[src/rtl/turf_udp_pkg.sv]
// turf_udp_pkg -- shared definitions for the UDP encapsulator.
//   state_e       : encapsulator FSM state encoding
//   UDP_HDR_BYTES : UDP header size in bytes
//   UDP_HDR_LEN   : the same value as a 16-bit quantity, for the length field
//   pack_udp_hdr  : builds the 8-byte UDP header as one 64-bit beat.
//                   Network byte 0 is placed at [7:0].
package turf_udp_pkg;

   typedef enum logic [1:0] {
      IDLE    = 2'd0,
      HDR     = 2'd1,
      PAYLOAD = 2'd2
   } state_e;

   localparam int unsigned UDP_HDR_BYTES = 8;
   localparam logic [15:0] UDP_HDR_LEN   = 16'(UDP_HDR_BYTES);

   function automatic logic [63:0] pack_udp_hdr(input logic [15:0] src_port,
                                                input logic [15:0] dst_port,
                                                input logic [15:0] udp_len,
                                                input logic [15:0] csum);
      logic [63:0] be_word;
      logic [63:0] beat;
      // be_word holds the header as it reads on the wire, with byte 0 in the top byte.
      // The loop reverses the byte order so that byte 0 lands in the lowest lane.
      be_word = {src_port, dst_port, udp_len, csum};
      beat    = '0;
      for (int i = 0; i < 8; i++) begin
         beat[i*8 +: 8] = be_word[(7-i)*8 +: 8];
      end
      return beat;
   endfunction

endpackage

[src/rtl/turf_keep_popcount.sv]
// turf_keep_popcount -- counts the valid bytes in one 64-bit beat.
//   keep_i  [7:0] : AXI-stream tkeep
//   count_o [3:0] : number of set bits in keep_i (0..8)
module turf_keep_popcount (
   input  logic [7:0] keep_i,
   output logic [3:0] count_o
);

   always_comb begin
      count_o = '0;
      for (int i = 0; i < 8; i++) begin
         count_o = count_o + {3'b000, keep_i[i]};
      end
   end

endmodule

[src/rtl/turf_udp_encap.sv]
// turf_udp_encap -- prepends a UDP header to a payload stream.
//   aclk, aresetn       : clock; synchronous active-low reset
//   s_hdr_*             : header request {dst IP, dst port, payload length}
//                         and source port on tuser
//   s_payload_*         : 64-bit payload stream
//   m_udp_*             : UDP datagram stream; tuser carries the dst IP
//   err_o, err_count_o  : sticky length-mismatch flag and saturating count
// Optional build macro TURF_UDP_ENCAP_LENCHK_EN enables the payload length check.
// If the macro is not defined, err_o and err_count_o are tied to 0.
//
//   state   | meaning
//   IDLE    | waiting for a header request; payload is held off
//   HDR     | presenting the UDP header beat
//   PAYLOAD | payload passes through combinationally until tlast
module turf_udp_encap
   import turf_udp_pkg::*;
#(
   parameter logic [15:0] UDP_CHECKSUM = 16'h0000
) (
   input  logic        aclk,
   input  logic        aresetn,
   input  logic [63:0] s_hdr_tdata,
   input  logic [15:0] s_hdr_tuser,
   input  logic        s_hdr_tvalid,
   output logic        s_hdr_tready,
   input  logic [63:0] s_payload_tdata,
   input  logic [7:0]  s_payload_tkeep,
   input  logic        s_payload_tlast,
   input  logic        s_payload_tvalid,
   output logic        s_payload_tready,
   output logic [63:0] m_udp_tdata,
   output logic [7:0]  m_udp_tkeep,
   output logic        m_udp_tlast,
   output logic        m_udp_tvalid,
   input  logic        m_udp_tready,
   output logic [31:0] m_udp_tuser,
   output logic        err_o,
   output logic [7:0]  err_count_o
);

   state_e      state_q, state_d;
   logic [31:0] ip_q, ip_d;
   logic [15:0] dport_q, dport_d;
   logic [15:0] len_q, len_d;
   logic [15:0] sport_q, sport_d;

   always_ff @(posedge aclk) begin
      if (!aresetn) begin
         state_q <= IDLE;
         ip_q    <= '0;
         dport_q <= '0;
         len_q   <= '0;
         sport_q <= '0;
      end else begin
         state_q <= state_d;
         ip_q    <= ip_d;
         dport_q <= dport_d;
         len_q   <= len_d;
         sport_q <= sport_d;
      end
   end

   always_comb begin
      state_d          = state_q;
      ip_d             = ip_q;
      dport_d          = dport_q;
      len_d            = len_q;
      sport_d          = sport_q;
      s_hdr_tready     = 1'b0;
      s_payload_tready = 1'b0;
      m_udp_tvalid     = 1'b0;
      m_udp_tdata      = '0;
      m_udp_tkeep      = '0;
      m_udp_tlast      = 1'b0;
      case (state_q)
         IDLE: begin
            s_hdr_tready = 1'b1;
            if (s_hdr_tvalid) begin
               ip_d    = s_hdr_tdata[63:32];
               dport_d = s_hdr_tdata[31:16];
               len_d   = s_hdr_tdata[15:0];
               sport_d = s_hdr_tuser;
               state_d = HDR;
            end
         end
         HDR: begin
            m_udp_tvalid = 1'b1;
            m_udp_tkeep  = 8'hFF;
            // The length field wraps modulo 2^16. Keeping a length that does not wrap is the upstream's job.
            m_udp_tdata  = pack_udp_hdr(sport_q, dport_q, len_q + UDP_HDR_LEN, UDP_CHECKSUM);
            m_udp_tlast  = (len_q == 16'd0);
            if (m_udp_tready) begin
               state_d = (len_q == 16'd0) ? IDLE : PAYLOAD;
            end
         end
         PAYLOAD: begin
            m_udp_tvalid     = s_payload_tvalid;
            s_payload_tready = m_udp_tready;
            m_udp_tdata      = s_payload_tdata;
            m_udp_tkeep      = s_payload_tkeep;
            m_udp_tlast      = s_payload_tlast;
            if (s_payload_tvalid && m_udp_tready && s_payload_tlast) begin
               state_d = IDLE;
            end
         end
         default: state_d = IDLE;
      endcase
      // The state register only clears at the next edge. Until then, mask the
      // handshakes so that a half-sent datagram stops at once and nothing is consumed.
      if (!aresetn) begin
         s_hdr_tready     = 1'b0;
         s_payload_tready = 1'b0;
         m_udp_tvalid     = 1'b0;
      end
   end

   assign m_udp_tuser = ip_q;

`ifdef TURF_UDP_ENCAP_LENCHK_EN
   logic [3:0]  beat_bytes;
   logic        pay_fire;
   logic [16:0] byte_sum;
   logic [15:0] byte_acc;
   logic [15:0] byte_cnt_q, byte_cnt_d;
   logic        err_q, err_d;
   logic [7:0]  err_cnt_q, err_cnt_d;

   turf_keep_popcount u_keep_popcount (
      .keep_i  (s_payload_tkeep),
      .count_o (beat_bytes)
   );

   assign pay_fire = (state_q == PAYLOAD) && s_payload_tvalid && m_udp_tready && aresetn;

   always_comb begin
      byte_cnt_d = byte_cnt_q;
      err_d      = err_q;
      err_cnt_d  = err_cnt_q;
      byte_sum   = {1'b0, byte_cnt_q} + {13'd0, beat_bytes};
      byte_acc   = byte_sum[16] ? 16'hFFFF : byte_sum[15:0];
      if (state_q == IDLE) begin
         byte_cnt_d = '0;
      end
      if (pay_fire) begin
         byte_cnt_d = byte_acc;
         if (s_payload_tlast) begin
            byte_cnt_d = '0;
            if (byte_acc != len_q) begin
               err_d = 1'b1;
               if (err_cnt_q != 8'hFF) begin
                  err_cnt_d = err_cnt_q + 8'd1;
               end
            end
         end
      end
   end

   always_ff @(posedge aclk) begin
      if (!aresetn) begin
         byte_cnt_q <= '0;
         err_q      <= 1'b0;
         err_cnt_q  <= '0;
      end else begin
         byte_cnt_q <= byte_cnt_d;
         err_q      <= err_d;
         err_cnt_q  <= err_cnt_d;
      end
   end

   assign err_o       = err_q;
   assign err_count_o = err_cnt_q;
`else
   assign err_o       = 1'b0;
   assign err_count_o = 8'h00;
`endif

endmodule

[config.mk]
export PLATFORM = sky130hd
export DESIGN_NAME = turf_udp_encap
export DESIGN_NICKNAME = d
export VERILOG_FILES = /design/src/rtl/turf_udp_pkg.sv /design/src/rtl/turf_keep_popcount.sv /design/src/rtl/turf_udp_encap.sv
export SDC_FILE = /design/constraint.sdc
export NUM_CORES = 1
export LEC_CHECK = 0
export CORE_MARGIN = 1.5
export CORE_UTILIZATION = 40
export DETAILED_ROUTE_END_ITERATION = 6
export HOLD_SLACK_MARGIN = 0.05
export PLACE_DENSITY = 0.9
export SYNTH_ARGS = -nofsm -noshare
export SYNTH_HDL_FRONTEND = slang
export SYNTH_SLANG_ARGS = --single-unit
[constraint.sdc]
create_clock -name aclk -period 4.3 [get_ports aclk]
set_input_delay 0.645 -clock aclk [delete_from_list [all_inputs] [get_ports aclk]]
set_output_delay 0.645 -clock aclk [all_outputs]
set_load 0.005 [all_outputs]
# After elaboration in Yosys (flattened, before gate mapping)
# Cells that the tools add are included.
# classes
addsub	1
muxes	14
n_reduce_logical	6
n_eq_ne	5
# ops
op	count
one-hot mux 64 bit (2 select lines)	1
adder 16 x 4 -> 16 bit, second input constant	1
logical NOT 16 bit	1
one-hot mux 8 bit (2 select lines)	1
2-to-1 mux 2 bit	4
!= test 2 bit, second input constant	3
one-hot mux 2 bit (3 select lines)	1
2-to-1 mux 1 bit	5
one-hot mux 1 bit (2 select lines)	2
AND reduction 3 bit	1
== test 2 x 1 -> 1 bit, second input constant	1
== test 2 bit, second input constant	1
logical AND 1 bit	2
logical NOT 2 bit	1
AND reduction 2 bit	1
# totals
word_cells	31
reg_bits	82
output_inout_bits	117
input_bits	158

# Logic depth before layout (Yosys ltp)
# depth
depth_word	4
depth_mapped	7
mapped_depth_nobuf	5

# Worst setup path after synthesis
# No wires, ideal clock.
# synth_path
path_type	register to output
startpoint	register state_q[0]
endpoint	output port m_udp_tdata[33]
stages_incl_launch_ff	7
setup_slack_ns	2.148
t_arrival_ns	1.507
required_ns	3.655
path_cell_list	dfxtp_1 inv_1 ha_1 buf_2 nand2_1 or4_1 nand3_1
# synth_via
elab_chain_cells	2
word_cells_on_any_way	3
classes_between	eq/ne (2); mux (1)
# synth_lines
item	line	source
start: declaration	turf_udp_encap.sv:41	state_e state_q, state_d;
start signal: assignment	turf_udp_encap.sv:55	state_q <= state_d;
== test 2 bit or == test 2 x 1 -> 1 bit (tied branches)	turf_udp_encap.sv:75	case (state_q)
one-hot mux 64 bit (2 select lines) (*)	turf_udp_encap.sv:75	
end: declaration	turf_udp_encap.sv:31	output logic [63:0] m_udp_tdata,
# Every way passes the cells marked *; elsewhere a longest branch is shown, timed or not.

# Final worst setup path
# layout_path
startpoint	register state_q[1]
endpoint	output port m_udp_tdata[37]
# The elaborated chain is that of the path after synthesis.

==> flow_summary.json <==
{
  "gr-total-overflow": 0,
  "slowest_delay_ps": 500,
  "hold_viol_final": 0,
  "syn-cell-area_mm2": 0.00442,
  "skew_ps": 13.5,
  "use_met1_pct": 27.4,
  "cts_resized": 0,
  "switching_power_mw": 0.951,
  "dieArea_mm2": 0.0117,
  "clkPwrFrac_pct": 21.3,
  "maxClockFrequency_mhz": 295,
  "cp_top_family": "buffers and inverters",
  "hold_path_startpoint": "m_udp_tuser[7]$_SDFFE_PN0P_",
  "synth_warnings": 0,
  "reg2reg_depth": 6,
  "placedCellCount": 938,
  "start_util_pct": 41.0,
  "r2r-end": "sport_q[5]$_SDFFE_PN0P_",
  "post-cts-setup-buffers": 0,
  "dp_hpwl_um": 11600,
  "status": "complete, no violations",
  "startpoint_type": "flip-flop",
  "use_met3_pct": 7.84,
  "cts_hold_buf": 0,
  "critPathCaptureType": "output port",
  "cts-buffers-inserted": 9,
  "synthCells": 579,
  "antenna_found_initial": 0,
  "drive_gt1_share_pct": 3.56,
  "setup_viol": 0,
  "internal_power_mw": 1.74,
  "drcViolationCount": 0,
  "relSlewSlack_pct": 31.8,
  "cp_num_buf_inv": 3,
  "grt_max_degree": 82,
  "synth.avg_cell_area_um2": 7.64,
  "regToRegStartpoint": "state_q[0]$_SDFFE_PN0P_",
  "fin_crit_sh_pct": 78.7,
  "arrival_ps": 2740,
  "cp_cell_sequence": "inv_1, ha_2, buf_4, nand3b_1, or4_1, nand3_1, clkdlybuf4s50_1",
  "finalNonFillerCells": 954,
  "hold_depth": 2,
  "async_reset_ff_share_pct": 0,
  "static-leakage-power_nw": 2.58,
  "path_clk_slew_ps": 90,
  "rsz0062_at_grt": "false",
  "root_buffer": "clkbuf_8",
  "num_vias": 4972,
  "hold_path_end": "m_udp_tuser[7]$_SDFFE_PN0P_",
  "worstPathRequired_ps": 3650,
  "met2_usage_pct": 45.0,
  "coreArea_mm2": 0.0108,
  "viasPerCell": 5.21,
  "finalCriticalPeriod_ps": 3380,
  "cts_tree": "built",
  "yosysSeqAreaShare_pct": 37.1,
  "tns_ps": 0,
  "synth_common_cells": "nand2_1, dfxtp_1, a21boi_1",
  "synth_top_area_share_pct": 37.1,
  "ant_nets": 0,
  "combPwrFrac_pct": 42.8,
  "worst_skew_pair.late_latency_ps": 360,
  "grt.busiest_layer": "met2",
  "drt-initial-drc-count": 265,
  "die_x_um": 108,
  "critPathMaxFanout": 45,
  "diodes": 0,
  "io_pins": 275,
  "synth_seq_cells": 82,
  "synth_ff_type": "dfxtp_1",
  "gp_congestion": 0.933,
  "critical-path-slowest-cell": "clkdlybuf4s50_1",
  "hold-worst-slack_ps": 458,
  "synth-edff-count": 0,
  "wire_per_inst_um": 16.2,
  "yosys-top-cells-area": "dfxtp_1, nand2_1, a21boi_1, nor2b_1, a22oi_1",
  "rrSetupSlack_ps": 2060,
  "area_delta_synth_final_pct": 64.1,
  "clk_path_buf_depth": 2,
  "hold_class": "flip-flop to flip-flop",
  "fin_nets": 971,
  "critical_path_class": "flip-flop to output port",
  "worstMarginPinSlew_ps": 1020,
  "die_h_um": 108,
  "grt_use_total_pct": 25.3,
  "slew_violations": 0,
  "switching_share_pct": 35.3,
  "pwr-share-seq_pct": 35.9,
  "synthDistinctLibCells": 40,
  "grt_pass1_wl_um": 23200,
  "clock-sinks": 82,
  "synth_top_cell_by_area": "dfxtp_1",
  "portBuffers": 265,
  "ir_drop_mv": 0.281,
  "rows": 38,
  "grt_pass1_vias": 4922,
  "drt_wl_total_um": 15400,
  "drv_cap": 0,
  "synth_most_common_cell": "nand2_1",
  "dr.pass1.iters": 4,
  "p_per_area_mw_per_mm2": 371,
  "htree_levels": 3
}
==> state kept, by name, indices dropped and copies added, names as in the netlist <==
signal       count
m_udp_tuser     32
dport_q         16
len_q           16
sport_q         16
state_q          2
==> worst min-delay path, delay by kind of cell (launching register included) <==
| family | cells | cell delay, ps |
|---|---|---|
| compound gates | 1 | 50 |
| flops | 1 | 320 |
| simple gates | 1 | 50 |
==> final cells by class <==
| cell class | instances | area, um2 |
|---|---|---|
| multi-input cells | 440 | 2520 |
| clock inverters | 5 | 61.3 |
| flip-flops and latches | 82 | 1640 |
| inverters | 5 | 18.8 |
| well taps | 140 | 175 |
| repair buffers | 271 | 2690 |
| clock buffers | 11 | 141 |
| fillers | 895 | 3540 |
==> worst max path at each step <==
stage / startpoint / endpoint / slack (ps) / cells past startpoint
detailed placement: state_q[0]$_SDFFE_PN0P_ / m_udp_tdata[37] / 1300 / 7
floorplan: state_q[0]$_SDFFE_PN0P_ / m_udp_tdata[33] / 2150 / 6
finish: state_q[1]$_SDFFE_PN0P_ / m_udp_tdata[37] / 920 / 7
CTS: state_q[0]$_SDFFE_PN0P_ / m_udp_tdata[37] / 890 / 7
global placement: state_q[1]$_SDFFE_PN0P_ / m_udp_tdata[39] / 1380 / 7
global route: state_q[1]$_SDFFE_PN0P_ / m_udp_tdata[39] / 740 / 7
==> metal layers <==
layer / wire, um / part of all wire [%]
met1: 5730 / 37
met2: 7770 / 50
met3: 1400 / 9.1
met4: 520 / 3.4
met5: 0 / 0
==> power by group through the flow <==
stage | clock, mW | sequential [mW] | combinational, mW
3_3_place_gp | 0 | 0.977 | 1.12
3_5_place_dp | 0 | 0.985 | 1.16
5_1_grt | 0.620 | 0.981 | 1.26
2_1_floorplan | 0 | 0.957 | 0.657
4_1_cts | 0.586 | 0.967 | 1.16
6_report | 0.573 | 0.968 | 1.15
==> cell families after synthesis <==
group,Yosys count,share of synthesized area (%)
adders and majority gates,4,1.13
xor gates and xnor gates,3,0.594
AOI/OAI and AO/OA,146,24.4
other,1,0.0848
buffers and inverters,65,6.65
DFF,82,37.1
muxes,1,0.226
and+or+nand+nor,277,29.8
==> per-stage QoR <==
step | power (mW) | util [%] | setup slack (ps) | area, um2
after detailed placement | 2.14 | 65.3 | 1300 | 7050
after CTS | 2.72 | 67.2 | 890 | 7260
after global placement | 2.10 | 65.3 | 1380 | 7050
after global routing | 2.86 | 67.2 | 744 | 7260
final | 2.69 | 67.2 | 916 | 7260
after floorplan | 1.61 | - | 2150 | 4450
==> placed cells by master (no fill, tap or decap), types with 2 or more instances in the layout <==
cell type and count:
a21boi_1 81, a21oi_1 9, a22oi_1 37, a32oi_1 3
and2_1 18, and3_1 2, buf_4 6, clkbuf_8 10
clkdlybuf4s50_1 264, clkinvlp_4 3, conb_1 9, dfxtp_1 82
ha_1 2, ha_2 2, inv_1 5, nand2_1 173
nand3_1 11, nand3b_1 2, nand4_1 4, nor2b_1 47
nor4_1 5, o211ai_1 6, o21ai_1 2, or4_1 7
xor2_1 2
No activity file was read; power rests on OpenSTA's default activity.
==> RTL change 1 (same settings) <==
`ip_q` no longer has a reset.
--- a/src/rtl/turf_udp_encap.sv
+++ b/src/rtl/turf_udp_encap.sv
@@ -49,3 +49,2 @@
          state_q <= IDLE;
-         ip_q    <= '0;
          dport_q <= '0;
@@ -55,3 +54,2 @@
          state_q <= state_d;
-         ip_q    <= ip_d;
          dport_q <= dport_d;
@@ -60,2 +58,6 @@
       end
+   end
+
+   always_ff @(posedge aclk) begin
+      ip_q <= ip_d;
    end
Function: changed (a bounded check fails within 4 cycles, from zero or initial values and one cycle with aresetn low).
==> RTL change 1 against the original RTL <==
Area after synthesis is 4.9% lower; routed wire length fell by 1.4%; register-to-register slack gained 0.04 ns; power increased by 0.99%; sequential cell count unchanged; worst setup slack lost 0.51 ns; design area down 2.2%; clock power increased by 5.8%; count of clock-buffer cells in the layout shrank 2; die area down 4.8%; core utilization up 1.8 points; sequential share of layout area grew 5.0 points; highest routed layer unchanged.
==> RTL change 1: results (changes against the original RTL) <==
** Layout
- The final non-filler cell total came to 857 (-10%).
- The number of fillers in the final layout came to 809 (-9.6%).
- The final-stage net count came to 877 (-9.7%).
- Fraction of layout cells with a size suffix above 1 :: 4.03% (+0.47 points)

** CTS
- TritonCTS Buffers :: 9 (unchanged)
- Htree depth :: 3 (unchanged)
- The maximum clock path buffer count is 2 (unchanged).
- Number of gates given a new drive strength after cts :: 0 (unchanged)
- CTS clk-pin slew, worst paths :: 0.09 ns (about the same)

** Worst hold path
- The worst hold path begins at sport_q[2].
- The worst hold path belongs to the class reg -> reg.

** Route
- Number of detailed-routing iterations run before antenna repair :: 5 (+1)
- Routed WL :: 15200 um (-1.4%)
- Total number of vias :: 4544 (-8.6%)
- The detailed router's first-iteration violation count was 262 (-1.1%).

** Placed design
- Detail Placement HPWL :: 11600 um (+0.59%)
- The weighted congestion at the end of routability-driven global placement was 0.890 (-4.6%).
- The cell total after placement was 840 (-10%).
- Worst slack at placement :: 0.832 ns (-0.466 ns)

** Timing
- The final setup skew was 0.0177 ns (+0.00423 ns).
- The relative slew slack came to 50.0% (+18 points).

** Power and ir drop
- The peak supply drop came to 0.206 mV (-27%).
- The reported leakage power came to 2.45 nW (-5.1%).

** GRT
- The global-route wire length before repair is 24100 um (+3.7%).
- Number of global-route vias before repair :: 4555 (-7.5%)
- The number of antenna violations at the first check in global routing is 1 (+1).
- GRT Resource Usage Total :: 27.6% (+2.3 points)
- The pin count of the biggest net entering global routing was 55 (-33%).

** Critical path
- The maximum cell stage delay along the critical path came to 0.78 ns (+0.28 ns).
- The most critical setup path has its startpoint at state_q[0].
- Kind of cell with the highest combined delay on the critical path :: buffers and inverters
- Slowest CP cell :: sky130_fd_sc_hd__ha_1
- Worst EP arrival :: 3.25 ns (+0.51 ns)
- Maximum net fanout on the critical path :: 29 (-36%)

** Yosys
- The distinct cell type count after synthesis was 38 (-5.0%).
- EDFF count, synth :: 32 (+32)
- The mean instance size in the synthesized netlist came to 8.89 um2 (+16%).
- The sequential cell area fraction in the yosys report is 46.7% (+9.5 points).
- Biggest area contributors in the synthesized netlist :: sky130_fd_sc_hd__dfxtp_1 (24%), sky130_fd_sc_hd__edfxtp_1 (23%), sky130_fd_sc_hd__nand2_1 (10%), sky130_fd_sc_hd__a21boi_0 (7.9%), sky130_fd_sc_hd__nor2b_1 (7.0%)
- Count of warnings emitted by yosys :: 0 (unchanged)
- Synth Flop Type :: sky130_fd_sc_hd__dfxtp_1
- Top cell types by occurrence after synthesis :: sky130_fd_sc_hd__nand2_1 (112), sky130_fd_sc_hd__dfxtp_1 (50), sky130_fd_sc_hd__nor2b_1 (47)

** Status
- The flow ran to the end, and the final reports show no timing, DRC or antenna violations.
-- RTL change 1: cell types whose count changed after synthesis, sizes merged, moves of 12 or more --
cell,change
nand2,-62
clkbuf,-12
a21boi,-32
edfxtp,+32
dfxtp,-32
-- RTL change 1: through the flow --
stage	hold WS (ns)	power [mW]	area (um2)
floorplan	0.435	1.59	4230
global placement	0.446	2.08	6880
detailed placement	0.461	2.13	6880
CTS	0.476	2.74	7090
global route	0.498	2.88	7090
finish	0.474	2.72	7090
-- RTL change 1: cell families after synthesis --
logic type	share of synthesized area, %
compound gates	19.6
simple gates	25.6
other cells	0.0892
mux	0.238
buf+inv	5.98
flops	46.7
fa+ha+maj	1.19
xor+xnor	0.625
-- RTL change 1: worst paths after layout --
kind | end | slack (ns) | depth (start not counted)
worst max-delay path | m_udp_tdata[32] | 0.41 | 7
worst min-delay path | sport_q[2] | 0.47 | 2
worst max register to register | sport_q[4] | 2.10 | 7
worst min register to register | sport_q[2] | 0.47 | 2
-- RTL change 1: report_power, final --
group / switching, mW / internal, mW
clock: 0.321 / 0.285
combinational: 0.528 / 0.550
sequential: 0.0844 / 0.953
-- RTL change 1: final cells by class --
| class | instances | area (um2) | area share, % |
|---|---|---|---|
| sequential | 82 | 1960 | 27.7 |
| tap | 136 | 170 | 2.40 |
| multi-input combinational | 345 | 2030 | 28.6 |
| antenna | 1 | 2.50 | 0.0353 |
| clock buffer | 9 | 124 | 1.75 |
| clock inverter | 7 | 87.6 | 1.23 |
| inverter | 6 | 22.5 | 0.317 |
| timing repair buffer | 271 | 2700 | 38.0 |
-- RTL change 1: layer usage --
layer,vias up,GRT usage [%],wire length (um)
met4,0,15.3,703
met2,268,49.6,7830
met1,2108,30.4,5510
met5,-,0,0
li1,2115,-,-
met3,53,5.75,1170
==> RTL change 2 (same flow settings) <==
Without the edit above. Add a define of `TURF_UDP_ENCAP_LENCHK_EN`.
--- a/src/rtl/turf_udp_encap.sv
+++ b/src/rtl/turf_udp_encap.sv
@@ -14,2 +14,4 @@
 //   PAYLOAD | payload passes through combinationally until tlast
+`define TURF_UDP_ENCAP_LENCHK_EN
+
 module turf_udp_encap
Function: changed (a bounded check fails within 4 cycles, from zero or initial values and one cycle with aresetn low).
==> RTL change 2 against the original RTL <==
Die area increased by 45%; global-route usage increased by 1.3 points; count of clock-buffer cells in the layout decreased by 2; routed wire length increased by 54%; final cell count increased by 39%; power increased by 5.3%; design area increased by 39%; first-iteration DRC count increased by 46%; worst setup slack got worse by 1.7 ns; the flow now finishes with violations (setup timing); area after synthesis increased by 47%; sequential cell count increased by 25.
==> RTL change 2: results (changes against the original RTL) <==
** Status
- Result of the run :: finished with violations
- Violated checks :: setup timing

** GRT
- Global-route wire length before repair :: 35300 um (+52%)
- The overall fraction of global-route tracks in use was 26.6% (+1.3 points).
- Largest net degree at the start of global routing :: 110 (+34%)
- Number of global-route vias before repair :: 6664 (+35%)

** Route
- WL/cell :: 17.8 um (+10%)
- Total number of vias :: 7076 (+42%)
- The detailed router's first-iteration violation count came to 387 (+46%).
- Avg Vias per Cell :: 5.33 (+2.3%)

** Critical path
- The maximum fanout along the worst path was 6 (-87%).
- Worst EP arrival :: 5.38 ns (+2.64 ns)
- The maximum cell stage delay along the critical path was 0.57 ns (+0.07 ns).

** Layout
- Fraction of layout cells with a size suffix above 1 :: 10.4% (+6.8 points)

** CTS
- In this run the clock root is driven by a sky130_fd_sc_hd__clkbuf_16.

** Timing
- Worst Max-Slew Pin Slew :: 1.01 ns (-0.00461 ns)
- Total Neg Setup Slack :: -6.73 ns (-6.73 ns)
- Final setup viols :: 9 (+9)
- Final WS setup :: -0.789 ns (-1.70 ns)

** Power and ir drop
- The switching share of total power was 31.6% (-3.7 points).
- Leakage power summed over all cells :: 3.55 nW (+37%)
- The power dissipated in combinational cells was 0.922 mW (-20%).
- The clock network fraction of design power came to 27.7% (+6.4 points).
- The overall power is 2.84 mW (+5.3%).

** Yosys
- Top cell types by occurrence after synthesis :: sky130_fd_sc_hd__nand2_1 (187), sky130_fd_sc_hd__dfxtp_1 (107), sky130_fd_sc_hd__a21boi_0 (88)
- The complex-gate fraction of the synthesized area is 25.4% (+1.0 points).
- By area the synthesized netlist is led by sky130_fd_sc_hd__dfxtp_1 (33%), sky130_fd_sc_hd__nand2_1 (11%), sky130_fd_sc_hd__a21boi_0 (10%), sky130_fd_sc_hd__nor2b_1 (6.1%), sky130_fd_sc_hd__a22oi_1 (5.8%).
- Count of mapped cells out of synthesis :: 840 (+45%)

** Placed design
- The count of port buffers added during placement came to 274 (+3.4%).
-- RTL change 2: final timing paths --
path	startpoint	endpoint	slack, ns	cells past startpoint
setup / recovery	s_payload_tkeep[1]	err_count_o[4]	-0.79	19
hold / removal	m_udp_tuser[14]	m_udp_tuser[14]	0.47	2
setup reg to reg	byte_cnt_q[11]	err_count_o[6]	1.14	10
hold reg to reg	m_udp_tuser[14]	m_udp_tuser[14]	0.47	2
-- RTL change 2: metrics by stage --
stage | utilization (%) | setup slack, ns
after detailed placement | 59.9 | -1.68
after CTS | 62.7 | -0.776
final | 63.5 | -0.789
after floorplan | - | -0.844
after global placement | 59.9 | -1.64
after global routing | 63.5 | -0.908
-- RTL change 2: logic make-up after synthesis --
group           count (synthesis)
compound gates                228
xor+xnor                       28
fa+ha+maj                      17
buf+inv                        89
flops                         107
mux                             4
simple gates                  367
-- RTL change 2: cell type report --
cell class,count,area [um2]
Clock inverter,5,50.0
Sequential cell,107,2140
Antenna cell,1,2.50
Inverter,23,86.3
Multi-Input combinational cell,645,4200
Fill cell,1386,5800
Tap cell,216,270
Timing Repair Buffer,321,3110
Clock buffer,9,225
-- RTL change 2: metal layers --
| metal | GRT usage, % | share of wire [%] |
|---|---|---|
| met2 | 44.4 | 49 |
| met4 | 8.92 | 2.8 |
| met1 | 32.6 | 40 |
| met3 | 8.43 | 8.4 |
| met5 | 0 | 0 |
-- RTL change 2: timing repair --
action	CTS	global route
gates resized for setup	32	13
pin swaps	22	13
setup buffers	10	7
setup endpoints to repair	25	16
cloned	1	0
-- RTL change 2: worst max-delay path: cells and delay by family --
family	cells	cell delay, ns
compound gates	4	0.64
xor+xnor	1	0.23
fa+ha+maj	6	2.44
buf+inv	4	0.35
simple gates	4	1.06
